==> config.mk <==
export PLATFORM = sky130hd
export DESIGN_NAME = seq_magnitude_comparator
export DESIGN_NICKNAME = d
export VERILOG_FILES = /design/src/rtl/seq_magnitude_comparator_pkg.sv /design/src/rtl/seq_magnitude_comparator_chunk_compare.sv /design/src/rtl/seq_magnitude_comparator.sv
export SDC_FILE = /design/constraint.sdc
export NUM_CORES = 1
export LEC_CHECK = 0
export CAP_MARGIN = 20
export CORE_ASPECT_RATIO = 1.4
export CORE_MARGIN = 3
export CORE_UTILIZATION = 45
export CTS_CLUSTER_SIZE = 20
export DETAILED_ROUTE_END_ITERATION = 8
export HOLD_SLACK_MARGIN = 0.02
export PLACE_DENSITY_LB_ADDON = 0.3
export SLEW_MARGIN = 20
export SYNTH_ARGS = -nofsm -noshare
export SYNTH_HDL_FRONTEND = slang
export SYNTH_SLANG_ARGS = --single-unit
==> constraint.sdc <==
create_clock -name clk -period 2.56 [get_ports clk]
set_input_delay 0.256 -clock clk [delete_from_list [all_inputs] [get_ports clk]]
set_output_delay 0.256 -clock clk [all_outputs]
set_load 0.1 [all_outputs]
==> src/rtl/seq_magnitude_comparator_pkg.sv <==
// Shared definitions for the sequential magnitude comparator: FSM state
// encoding and sizing helpers used by the top level.
package comparator_pkg;

  typedef enum logic [1:0] {
    IDLE    = 2'd0,
    COMPARE = 2'd1,
    DONE    = 2'd2
  } state_t;

  function automatic int nchunk(input int width, input int chunk);
    return width / chunk;
  endfunction

  // Chunk index width; a single-chunk operand still needs a 1-bit index.
  function automatic int idx_width(input int n);
    return (n > 1) ? $clog2(n) : 1;
  endfunction

endpackage

==> src/rtl/seq_magnitude_comparator_chunk_compare.sv <==
// Combinational unsigned comparator for one CHUNK-bit slice of the operands.
module chunk_compare #(
  parameter int CHUNK = 4
) (
  input  logic [CHUNK-1:0] a,
  input  logic [CHUNK-1:0] b,
  output logic             gt,
  output logic             lt,
  output logic             eq
);

  assign gt = (a > b);
  assign lt = (a < b);
  assign eq = (a == b);

endmodule

==> src/rtl/seq_magnitude_comparator.sv <==
// Multi-cycle magnitude comparator: scans CHUNK bits per clock from the MSB
// end, optionally stopping at the first differing chunk.
module seq_magnitude_comparator
  import comparator_pkg::*;
#(
  parameter int WIDTH      = 16,
  parameter int CHUNK      = 4,
  parameter bit EARLY_EXIT = 1'b1
) (
  input  logic                               clk,
  input  logic                               rst,
  input  logic                               start,
  input  logic [WIDTH-1:0]                   A,
  input  logic [WIDTH-1:0]                   B,
  input  logic                               signed_mode,
  output logic                               busy,
  output logic                               done,
  output logic                               A_gt_B,
  output logic                               A_lt_B,
  output logic                               A_eq_B,
  output logic [$clog2(WIDTH/CHUNK+1)-1:0]   cycles
);

  localparam int NCHUNK = nchunk(WIDTH, CHUNK);
  localparam int IDXW   = idx_width(NCHUNK);
  localparam int CW     = $clog2(NCHUNK + 1);
  localparam logic [WIDTH-1:0] MSB_MASK = WIDTH'(1) << (WIDTH - 1);

  state_t            state, state_next;
  logic [WIDTH-1:0]  a_q, b_q;
  logic [IDXW-1:0]   idx;
  logic [CW-1:0]     cnt;
  logic              decided, gt_q, lt_q;
  logic              accept, finish, exit_now, decided_next;
  logic [CHUNK-1:0]  a_ch [NCHUNK];
  logic [CHUNK-1:0]  b_ch [NCHUNK];
  logic              c_gt, c_lt, c_eq;

  for (genvar i = 0; i < NCHUNK; i++) begin : g_slice
    assign a_ch[i] = a_q[i*CHUNK +: CHUNK];
    assign b_ch[i] = b_q[i*CHUNK +: CHUNK];
  end

  chunk_compare #(.CHUNK(CHUNK)) u_chunk (
    .a  (a_ch[idx]),
    .b  (b_ch[idx]),
    .gt (c_gt),
    .lt (c_lt),
    .eq (c_eq)
  );

  assign decided_next = decided | ~c_eq;
  assign exit_now     = (EARLY_EXIT && decided_next) || (idx == '0);

  always_comb begin
    state_next = state;
    accept     = 1'b0;
    finish     = 1'b0;
    case (state)
      IDLE, DONE: begin
        if (start) begin
          accept     = 1'b1;
          state_next = COMPARE;
        end else begin
          state_next = IDLE;
        end
      end
      COMPARE: begin
        if (exit_now) begin
          finish     = 1'b1;
          state_next = DONE;
        end
      end
      default: state_next = IDLE;
    endcase
  end

  assign busy = (state == COMPARE);
  assign done = (state == DONE);

  // Operand capture; the MSB flip maps two's-complement onto offset binary
  // so the chunk scan stays purely unsigned.
  always_ff @(posedge clk) begin
    if (accept) begin
      a_q <= signed_mode ? (A ^ MSB_MASK) : A;
      b_q <= signed_mode ? (B ^ MSB_MASK) : B;
    end
  end

  always_ff @(posedge clk or posedge rst) begin
    if (rst) begin
      state   <= IDLE;
      idx     <= '0;
      cnt     <= '0;
      decided <= 1'b0;
      gt_q    <= 1'b0;
      lt_q    <= 1'b0;
      A_gt_B  <= 1'b0;
      A_lt_B  <= 1'b0;
      A_eq_B  <= 1'b0;
      cycles  <= '0;
    end else begin
      state <= state_next;
      if (accept) begin
        idx     <= IDXW'(NCHUNK - 1);
        cnt     <= '0;
        decided <= 1'b0;
        gt_q    <= 1'b0;
        lt_q    <= 1'b0;
      end else if (state == COMPARE) begin
        cnt <= cnt + CW'(1);
        if (!decided && !c_eq) begin
          gt_q    <= c_gt;
          lt_q    <= c_lt;
          decided <= 1'b1;
        end
        if (!exit_now) idx <= idx - IDXW'(1);
      end
      // Published result only moves on completion, so it holds across the
      // following compare until that one finishes.
      if (finish) begin
        A_gt_B <= decided ? gt_q : c_gt;
        A_lt_B <= decided ? lt_q : c_lt;
        A_eq_B <= ~decided_next;
        cycles <= cnt + CW'(1);
      end
    end
  end

endmodule

==> reports/results.ini <==
[critical_path]
path_cells=buf_12 -> mux4_2 -> ha_1 -> nand4_1 -> or4_4 -> xnor2_1 -> nand2_1
arrival_ns=2.57
r2r_setup_slack_ns=0.16
timing.rr.start=idx[0]
startpoint=idx[0]
critical_path_class=flip-flop to flip-flop
endpoint_kind=flip-flop
cp-start-kind=flip-flop
critPathCapture=idx[0]
crit_path_top_delay_cell=mux4_2
worst_r2r_path_depth=7
critPathMaxStageDelay_ns=0.50
cp.required_ns=2.73
crit_fanout=9
regToRegEndpoint=idx[0]

[run]
drv_cap=0

[yosys]
synth.most_common_cell=edfxtp_1
postSynthAreaPerCell_um2=16.0
ys_seq_area_share_pct=69.3
yosys-top-cells-count=edfxtp_1 (32), dfrtp_1 (16), inv_1 (11)
syn-num-nets=165
ys_seq_elements=48
synthArstFlopShare_pct=33.3
syn_inst=123
synth.distinct_cells=28
synthFlopType=edfxtp_1
ys_warn_count=0
synth.cell_area_um2=1960
synth_area_leaders=edfxtp_1 (49%), dfrtp_1 (20%), mux4_2 (9.2%)
yosysTopAreaCell=edfxtp_1
synth_top_area_share_pct=48.9
synth_edf_count=32

[clock_tree]
cts_tree=done
clockBufferDepth=2
postCtsResizedCells=0
root_buffer=clkbuf_8
postCtsSetupBuffers=0
htree_num_levels=2
clkLatencyLatePin_ns=0.29
cts_buffers=5
cts.sinks=48
clk_pin_slew_ns=0.08
cts_hold_buf=0

[power_and_ir_drop]
leakage_nw=1.02
net-switching-power_mw=0.742
irDropWorstVdd_uv=488
power_density_nw_per_um2=854
power_mw=2.17
clkPwrFrac_pct=24.1
swShare_pct=34.2
p_seq_share_pct=45.8
intPower_mw=1.43
power.share.combinational_pct=30.1

[layout]
nNetsFinal=214
diodes=0
seqCellArea_um2=1360
fin_area_um2=2540
syn2layout_area_growth_pct=29.5
multi_input_area_um2=541
drive_gt1_share_pct=16.2
fill_cells=327

[sta]
setup_viol=0
final-hold-violation-count=0
clock_skew_ns=0.00429
rsz0062_at_grt=false
finalCriticalPeriod_ns=2.40
worst_slew_pin_slew_ns=0.595
setup_tns_ns=0
max_freq_ghz=0.416
relSlewSlack_pct=60.3
drv_slew=0
hold_ws_ns=0.321
period_share_pct=93.9

[drt]
viasPerCell=5.37
wl_met2_um=1740
dr.pass1.iters=4
postRouteAntennaNets=0
detail_route.wirelength_um=3180
dr.max_layer_used=met4
drt_iter0_drc=29
detail_route.wl_per_cell_um=14.7
dr_wl_met3_um=182
drc_errors=0
vias=1159
m1WireLength_um=1180

[place]
post-dp-hpwl_um=2420
place_area_um2=2430
io_buffers=43
place_congestion=0.757

[floorplan]
die_x_um=61.8
core-area_um2=4050
die_area_um2=5200
rows=27
die_h_um=84.2
ios=44
start_util_pct=48.4

[global_route]
grt_pass1_vias=1265
grt_max_degree=34
antenna_found_initial=0
grt_pass1_wl_um=5530
grtUsageTotal_pct=14.3
grt_overflow=0

[min_path]
hold_class=primary input to async pin

[outcome]
status=finished, final reports clean

==> metrics by stage <==
| step | utilization, % | cells | setup WS, ns |
|---|---|---|---|
| 3_3_place_gp | 60.1 | 208 | 0.235 |
| 5_1_grt | 62.7 | 216 | 0.0356 |
| 3_5_place_dp | 60.1 | 208 | 0.175 |
| 2_1_floorplan | - | 123 | 0.248 |
| 6_report | 62.7 | 216 | 0.157 |
| 4_1_cts | 62.7 | 216 | 0.148 |
==> flip-flops by register name (all words and copies together) (netlist names), 2 cells and up <==
signal and cells:
a_q 16, state 2, idx 2, cnt 3, b_q 16, cycles 3
==> routing by layer <==
layer / up-vias / track usage, %
li1: 552 / -
met4: 0 / 6.56
met1: 565 / 17.1
met2: 35 / 23.0
met3: 7 / 4.46
met5: - / 0
==> layout make-up <==
class	instances	share of cell area [%]
multi-input combinational	61	21.3
inverter	11	1.62
clock buffer	6	2.85
clock inverter	2	1.38
tap	43	2.12
sequential	48	53.5
timing repair buffer	45	17.2
==> cell usage in the layout (no fill, tap or decap), drive strengths merged <==
cell,netlist,final
clkdlybuf4s50,0,35
edfxtp,32,32
dfrtp,16,16
inv,11,11
buf,2,10
nor2,8,8
mux4,8,8
o21ai,7,7
nand2,7,7
ha,6,6
clkbuf,1,6
a21oi,3,3
nand3,3,3
nand2b,3,3
xnor2,2,2
o22a,2,2
xor2,2,2
nand4,1,1
o31a,1,1
nor3,1,1
o32ai,1,1
or4,1,1
and2b,1,1
mux2,1,1
a22o,1,1
o31ai,1,1
a31oi,1,1
bufinv,0,1
clkinv,0,1
==> worst min-delay path by stage <==
| stage | endpoint | cells past startpoint |
|---|---|---|
| 2_1_floorplan | A_eq_B | 1 |
| 3_3_place_gp | A_eq_B | 1 |
| 3_5_place_dp | A_eq_B | 1 |
| 4_1_cts | state[0] | 2 |
| 5_1_grt | gt_q | 2 |
| 6_report | cycles[0] | 2 |
==> critical path, delay by kind of cell (launching register included) <==
kind	cells	cell delay, ns
AND/OR/NAND/NOR	3	0.76
adder cells (fa/ha/maj)	1	0.31
flip-flops	1	0.39
multiplexers	1	0.50
XOR/XNOR	1	0.17
buffers and inverters	1	0.15
==> logic make-up after synthesis <==
| family | share of synthesized area, % |
|---|---|
| compound gates | 5.48 |
| xor+xnor | 1.78 |
| fa+ha+maj | 3.82 |
| buf+inv | 3.12 |
| flops | 69.3 |
| mux | 9.94 |
| simple gates | 6.50 |
==> power groups by stage <==
| stage | Sequential (mW) | Combinational [mW] | Clock, mW |
|---|---|---|---|
| final | 0.995 | 0.654 | 0.523 |
| after global routing | 1.01 | 0.696 | 0.579 |
| after CTS | 0.998 | 0.660 | 0.534 |
| after detailed placement | 1.01 | 0.658 | 0 |
| after global placement | 1.01 | 0.644 | 0 |
| after floorplan | 1.28 | 0.204 | 0 |
Power figures use the tool's default switching activity.
